File: config.mk
export PLATFORM = sky130hd
export DESIGN_NAME = pam4_serializer
export DESIGN_NICKNAME = d
export VERILOG_FILES = /design/src/rtl/pam4_pkg.sv /design/src/rtl/pam4_serializer.sv
export SDC_FILE = /design/constraint.sdc
export NUM_CORES = 1
export LEC_CHECK = 0
export BUFFER_PORTS_ARGS = -buffer_cell sky130_fd_sc_hd__buf_2
export CAP_MARGIN = 30
export CORE_MARGIN = 5
export CORE_UTILIZATION = 40
export CTS_BUF_LIST = sky130_fd_sc_hd__clkbuf_8
export CTS_CLUSTER_DIAMETER = 100
export DETAILED_ROUTE_END_ITERATION = 6
export PLACE_DENSITY = 0.71
export RECOVER_POWER = 50
export SLEW_MARGIN = 15
export SYNTH_ARGS = -nofsm -noshare
export SYNTH_HDL_FRONTEND = slang
export SYNTH_SLANG_ARGS = --single-unit
File: constraint.sdc
create_clock -name clk -period 3.1 [get_ports clk]
set_clock_uncertainty 0.1 [all_clocks]
set_input_delay 0.31 -clock clk [delete_from_list [all_inputs] [get_ports clk]]
set_output_delay 0.31 -clock clk [all_outputs]
set_load 0.01 [all_outputs]
File: src/rtl/pam4_pkg.sv
// Shared PAM4 types and symbol mapping, used by the serializer and by the
// downstream encoder/decoder stages.
package pam4_pkg;

    typedef logic [1:0] sym_t;

    typedef enum logic {
        IDLE  = 1'b0,
        SHIFT = 1'b1
    } state_t;

    function automatic sym_t bin2gray(input sym_t p);
        return p ^ (p >> 1);
    endfunction

endpackage

File: src/rtl/pam4_serializer.sv
// Splits DATA_WIDTH-bit words into 2-bit PAM4 symbols with a valid/ready
// handshake on both sides; back-to-back words stream without a bubble.
module pam4_serializer
    import pam4_pkg::*;
#(
    parameter int DATA_WIDTH = 8,
    parameter bit GRAY_EN    = 1'b0,
    parameter bit MSB_FIRST  = 1'b1
) (
    input  logic                  clk,
    input  logic                  rst,
    input  logic [DATA_WIDTH-1:0] data_in,
    input  logic                  data_in_valid,
    output logic                  data_in_ready,
    output logic [1:0]            symbol_out,
    output logic                  symbol_out_valid,
    input  logic                  symbol_out_ready,
    output logic [15:0]           word_count
);

    localparam int NSYM  = DATA_WIDTH / 2;
    localparam int IDX_W = (NSYM > 1) ? $clog2(NSYM) : 1;

    state_t                  state_q, state_d;
    logic [DATA_WIDTH-1:0]   shift_q, shift_d;
    logic [IDX_W-1:0]        idx_q, idx_d;
    sym_t                    sym_q, sym_d;
    logic                    vld_q, vld_d;
    logic [15:0]             cnt_q, cnt_d;
    logic                    consume;
    logic                    last;
    logic                    accept;

    function automatic sym_t map_pair(input sym_t p);
        return GRAY_EN ? bin2gray(p) : p;
    endfunction

    function automatic sym_t head_pair(input logic [DATA_WIDTH-1:0] w);
        if (MSB_FIRST) begin
            return w[DATA_WIDTH-1 -: 2];
        end
        return w[1:0];
    endfunction

    // Remaining pairs are kept aligned so the next symbol is always at the head.
    function automatic logic [DATA_WIDTH-1:0] drop_pair(input logic [DATA_WIDTH-1:0] w);
        return MSB_FIRST ? (w << 2) : (w >> 2);
    endfunction

    always_comb begin
        state_d = state_q;
        shift_d = shift_q;
        idx_d   = idx_q;
        sym_d   = sym_q;
        vld_d   = vld_q;
        cnt_d   = cnt_q;

        consume       = vld_q && symbol_out_ready;
        last          = consume && (idx_q == IDX_W'(NSYM - 1));
        data_in_ready = !rst && ((state_q == IDLE) || last);
        accept        = data_in_valid && data_in_ready;

        if (consume) begin
            if (last) begin
                state_d = IDLE;
                vld_d   = 1'b0;
                idx_d   = '0;
                cnt_d   = cnt_q + 16'd1;
            end else begin
                idx_d   = idx_q + IDX_W'(1);
                sym_d   = map_pair(head_pair(shift_q));
                shift_d = drop_pair(shift_q);
            end
        end

        // A new word overrides the last-symbol retirement, giving the reload path.
        if (accept) begin
            state_d = SHIFT;
            vld_d   = 1'b1;
            idx_d   = '0;
            sym_d   = map_pair(head_pair(data_in));
            shift_d = drop_pair(data_in);
        end
    end

    always_ff @(posedge clk) begin
        if (rst) begin
            state_q <= IDLE;
            idx_q   <= '0;
            sym_q   <= 2'b00;
            vld_q   <= 1'b0;
            cnt_q   <= '0;
        end else begin
            state_q <= state_d;
            idx_q   <= idx_d;
            sym_q   <= sym_d;
            vld_q   <= vld_d;
            cnt_q   <= cnt_d;
        end
        shift_q <= shift_d;
    end

    assign symbol_out       = sym_q;
    assign symbol_out_valid = vld_q;
    assign word_count       = cnt_q;

endmodule

==> run_results.csv, run 1 <==
group,metric,value,unit
synth,synth_edf_count,6,
synth,syn_nets,147,
worst_setup_path,r2r_end,"word_count[10]",
timing,tns,0,ns
worst_setup_path,cp_cell_sequence,"ha_1, nand4_4, or4_4, or3_1, a21oi_1",
clock_network,htree_levels,1,
final_layout,nets,175,
die,core_area,3080,um2
clock_network,numClockSinks,27,
flow_run,max_cap_viol_count,0,
placement,place_area,1460,um2
timing,holdWs,0.239,ns
placement,dpl.cell_count,200,
synth,yosys_register_bits,27,
final_layout,drive_gt1_frac,0.163,
die,start_util,0.418,
timing,slew_violations,0,
global_routing,first_global_vias,963,
synth,yosysTopAreaCell,"dfxtp_1",
final_layout,fin_cells,204,
clock_network,post-cts-setup-buffers,0,
worst_setup_path,cp-end-kind,"register",
timing,period_needed,2.13,ns
clock_network,path_clk_slew,0.09,ns
clock_network,cts_tree,"done",
global_routing,track_usage,0.117,
die,ioPinCount,32,
timing,worst_pin_slew,0.476,ns
power,vdd_drop_max,253,uV
synth,synth_top_cell_area_share,0.327,
timing,grt_setup_unrepaired,"false",
clock_network,hold_buffers,0,
worst_setup_path,worstSetupPathType,"reg2reg",
placement,dp_hpwl,1.90,mm
worst_hold_path,holdPathEnd,"shift_q[5]",
global_routing,grt_pass1_wl,4.13,mm
worst_setup_path,r2r_start,"idx_q[0]",
synth,synth_area,1290,um2
final_layout,final_area,1480,um2
placement,portBuffers,31,
timing,period_share,0.688,
clock_network,root_buffer,"clkbuf_8",
clock_network,cts_resized,0,
worst_setup_path,crit_path_start_kind,"register",
die,die_h,66.7,um
worst_setup_path,r2r_slack,0.97,ns
worst_setup_path,cp.arrival,2.24,ns
worst_hold_path,holdPathStages,2,
drt,dr.first_iter.drc_count,43,
synth,synth_common_cells,"dfxtp_1, nor2_1",
timing,setup_violations,0,
clock_network,cts_buffers,3,
final_layout,antenna_cells,0,
worst_hold_path,hold_path.class,"in2reg",
power,pwr_density_cell,420,nW/um2
clock_network,clock_latency,0.27,ns
worst_setup_path,required,3.21,ns
synth,yosys_warnings,0,
drt,first_pass_iters,4,
synth,synth_area_leaders,"dfxtp_1, edfxtp_1, mux2_2",
synth,ys.flop_type,"dfxtp_1",
final_layout,fillers,304,
die,dieArea,4450,um2
drt,vias,1040,
global_routing,grt_max_degree,27,
die,fp.dieW,66.7,um
worst_setup_path,reg2reg_depth,5,
drt,avgRoutedWirePerCell,12.4,um
drt,final_antenna_net_count,0,
timing,hold_violations,0,
synth,ys_seq_area_frac,0.467,
final_layout,area_delta_synth_final,15.2,%
worst_setup_path,slowest_delay,0.59,ns
worst_setup_path,crit_slowest_cell,"or4_4",
synth,syn-instance-count,133,
drt,route.detailed.drc,0,
placement,place.gp.congestion,0.720,
die,rows,20,
worst_setup_path,crit_fanout,9,
synth,async_flop_share,0,
worst_hold_path,min_from,"data_in[3]",
timing,fmax,0.469,GHz
status,outcome,"finished clean",
global_routing,antenna_found_initial,0,
global_routing,overflow,0,
synth,yosysMostFrequentCell,"dfxtp_1",
clock_network,clock_path_buffers,2,
timing,relSlewSlack,0.682,
synth,synth_cell_type_count,31,
power,leakage,0.560,nW
drt,vias_per_cell,5.10,
drt,wl,2.52,mm
synth,synth.avg_cell_area,9.67,um2
## flip-flops by register name, indices dropped and copies added (netlist names)
| signal | count |
|---|---|
| idx_q | 2 |
| symbol_out | 2 |
| shift_q | 6 |
| word_count | 16 |
| symbol_out_valid | 1 |
## critical path, delay by kind of cell, from the launching register on
family | cells | cell delay (ns)
simple gates | 3 | 1.12
flops | 1 | 0.36
fa+ha+maj | 1 | 0.36
compound gates | 1 | 0.14
## how the worst max path moves through the flow
stage	from	end	slack, ns	depth (start not counted)
after CTS	idx_q[0]	word_count[10]	0.98	5
after detailed placement	idx_q[0]	word_count[10]	1.00	5
after floorplan	idx_q[0]	shift_q[4]	1.03	7
final	idx_q[0]	word_count[10]	0.97	5
after global placement	idx_q[0]	word_count[14]	1.04	5
after global routing	idx_q[0]	word_count[10]	0.82	5
## cell type report
class	count	area, um2	share of cell area
clock buffers	3	41.3	0.0279
clock inverters	1	5.00	0.00338
inverters	4	15.0	0.0101
multi-input cells	94	633	0.427
flip-flops and latches	27	601	0.405
well taps	44	55.1	0.0372
repair buffers	31	131	0.0887
## cells by family after synthesis
| group | share of synthesized area |
|---|---|
| AO/OA/AOI/OAI | 0.0963 |
| AND/OR/NAND/NOR | 0.237 |
| adder cells (fa/ha/maj) | 0.0195 |
| buffers and inverters | 0.0408 |
| flip-flops | 0.467 |
| multiplexers | 0.0846 |
| XOR/XNOR | 0.0545 |
## layout by cell type, fill, tap and decap left out, types with 2 or more instances in the layout
cell	instances
clkbuf_8	3
nand3_1	7
o21ai_0	4
inv_1	4
and2_1	2
nor2_1	15
edfxtp_1	6
mux2_2	7
a32oi_1	2
dfxtp_1	21
ha_1	2
nor2b_1	4
a21oi_1	7
o22a_1	2
xnor2_1	3
nand4_1	3
clkbuf_1	19
o2bb2ai_1	2
xor2_1	5
buf_2	12
nor3_1	4
mux2i_1	3
or3_1	4
nand2_1	7
and3_1	4
## per-layer routing
layer  part of all wire  wire length (um)  track usage  up-vias
met1               0.45              1140        0.142      487
met3              0.055               140       0.0422        0
met5                  0                 0            0        -
met2               0.49              1240        0.204       25
li1                   -                 -            -      528
met4                  0                 0       0.0152        0
## where the power goes
| part | internal (mW) | switching [mW] |
|---|---|---|
| Combinational | 0.0201 | 0.0262 |
| Clock | 0.0901 | 0.110 |
| Sequential | 0.370 | 0.00644 |
| Total | 0.480 | 0.143 |
## through the flow
stage	setup slack [ns]	total power, mW	util
after floorplan	1.03	0.416	-
after global placement	1.04	0.429	0.474
after detailed placement	1.00	0.432	0.474
after CTS	0.982	0.631	0.489
after global routing	0.823	0.650	0.481
final	0.969	0.623	0.481
Power figures use the tool's default switching activity.
==> run 2: changes to the inputs <==
- ABC_AREA: not set -> 1
- PLACE_DENSITY: 0.71 -> 0.73
- clock period: 3.1 -> 1.9 ns (I/O delays scaled with it)
==> run 2 against run 1 <==
  * Die area grew 5.4%
  * Non-clock buffer count grew 1
  * Critical path depth is the same
  * Clock power grew 68%
  * Critical path type unchanged
  * Highest routed layer is now met4
==> run_results.csv, run 2 <==
group,metric,value,unit
final_layout,antenna_cells,0,
drt,first_pass_iters,4,
placement,dp_hpwl,2.17,mm
synth,synth_area_leaders,"dfxtp_1, edfxtp_1, nand2_1",
power,p_total,1.03,mW
timing,fmax,0.604,GHz
worst_setup_path,crit_slowest_cell,"dfxtp_1",
clock_network,numClockSinks,27,
die,fp.dieW,68.5,um
worst_setup_path,worstSetupPathType,"reg2reg",
final_layout,final_common_cell,"nand2_1",
final_layout,final_cell_mix,"nand2_1, inv_1, nor2_1, dfxtp_1, clkbuf_1",
worst_setup_path,cp-end-kind,"register",
synth,synth_common_cells,"nand2_1, inv_1, dfxtp_1",
timing,tns,0,ns
synth,syn_nets,195,
drt,dr.first_iter.drc_count,83,
clock_network,cts_tree,"done",
final_layout,largest_reg_flops,16,
global_routing,track_usage,0.132,
worst_setup_path,r2r_slack,0.25,ns
timing,setup_violations,0,
timing,layout_setup_ws,0.246,ns
worst_setup_path,cp.arrival,1.56,ns
drt,avgRoutedWirePerCell,10.5,um
global_routing,antenna_found_initial,0,
placement,place.gp.congestion,0.787,
global_routing,overflow,0,
flow_run,max_cap_viol_count,0,
placement,pre_cts_ws,0.283,ns
die,ioPinCount,32,
drt,route.detailed.drc,0,
drt,vias_per_cell,4.53,
placement,portBuffers,31,
synth,synth_area,1370,um2
synth,yosysMostFrequentCell,"nand2_1",
timing,slew_violations,0,
die,rows,21,
clock_network,cts_buffers,3,
power,vdd_drop_max,485,uV
final_layout,final_area,1590,um2
die,dieArea,4690,um2
worst_setup_path,cp_num_buf_inv,0,
worst_setup_path,crit_path_start_kind,"register",
clock_network,path_clk_slew,0.10,ns
clock_network,cts_resized,0,
worst_setup_path,slowest_delay,0.37,ns
worst_hold_path,holdPathStages,3,
power,pwr_density_cell,646,nW/um2
global_routing,first_global_vias,1088,
power,leakage,0.609,nW
timing,worst_pin_slew,0.300,ns
synth,synth.avg_cell_area,7.56,um2
worst_hold_path,hold_path.class,"in2reg",
final_layout,nets,230,
synth,synth_top_cell_area_share,0.307,
synth,yosys_register_bits,27,
synth,yosys_warnings,0,
worst_setup_path,crit_family,"simple AND/OR/NAND/NOR gates",
timing,relSlewSlack,0.800,
die,die_h,68.5,um
die,start_util,0.413,
worst_setup_path,cp_num_cells,5,
timing,period_share,0.871,
final_layout,drive_gt1_frac,0.144,
clock_network,hold_buffers,0,
worst_setup_path,crit_fanout,9,
clock_network,post-cts-setup-buffers,0,
drt,final_antenna_net_count,0,
worst_setup_path,required,1.80,ns
worst_setup_path,reg2reg_depth,5,
drt,vias,1182,
clock_network,root_buffer,"clkbuf_8",
clock_network,clock_latency,0.28,ns
worst_setup_path,cp_common_cell,"nand3_4",
synth,synth_cell_type_count,24,
synth,async_flop_share,0,
clock_network,clock_path_buffers,2,
timing,hold_violations,0,
drt,wl,2.75,mm
placement,place_area,1580,um2
global_routing,grt_max_degree,17,
synth,synth_edf_count,6,
final_layout,area_delta_synth_final,16.1,%
die,core_area,3310,um2
synth,yosysTopAreaCell,"dfxtp_1",
status,outcome,"finished clean",
global_routing,grt_pass1_wl,4.65,mm
timing,period_needed,1.65,ns
final_layout,fin_util,0.480,
synth,syn-instance-count,181,
timing,grt_setup_unrepaired,"false",
synth,ys.flop_type,"dfxtp_1",
synth,ys_seq_area_frac,0.439,
worst_setup_path,cp_cell_sequence,"ha_1, nand3_4, nand2_1, nand3_4, nand2_4",
clock_network,htree_levels,1,
run 2: metrics by stage:
stage / hold WS, ns / instances
finish: 0.0657 / 261
global route: 0.0676 / 261
CTS: 0.0577 / 261
detailed placement: 0.358 / 257
global placement: 0.353 / 257
floorplan: 0.258 / 181
run 2: final timing paths:
path | start | to
setup / recovery | idx_q[0] | shift_q[2]
hold / removal | data_in[5] | shift_q[7]
setup reg to reg | idx_q[0] | shift_q[2]
hold reg to reg | symbol_out[0] | symbol_out[0]
run 2: area by class of cell:
class                           count  area [um2]
Fill cell                         372        1720
Tap cell                           46        57.6
Clock buffer                        3        41.3
Multi-Input combinational cell    123         632
Sequential cell                    27         601
Timing Repair Buffer               32         139
Inverter                           29         110
Clock inverter                      1        7.51
run 2: kinds of logic after synthesis:
family                     Yosys count  share of synthesized area
AOI/OAI and AO/OA                   26                     0.0970
adders and majority gates            2                     0.0183
buffers and inverters               31                     0.0878
DFF                                 27                      0.439
and+or+nand+nor                     95                      0.358
run 2: power by group:
group	total [mW]	internal, mW	switching [mW]
registers	0.612	0.604	0.00838
clock network	0.336	0.149	0.187
logic	0.0779	0.0291	0.0488
run 2: routing by layer:
layer,GRT usage,up-vias,wire length (um)
li1,-,649,-
met1,0.159,503,1270
met2,0.215,25,1230
met3,0.0460,5,204
met4,0.0521,0,41
met5,0,-,0
run 2: worst min-delay path: cells and delay by family:
kind / cells / cell delay [ns]
and+or+nand+nor: 2 / 0.08
buffers and inverters: 1 / 0.07
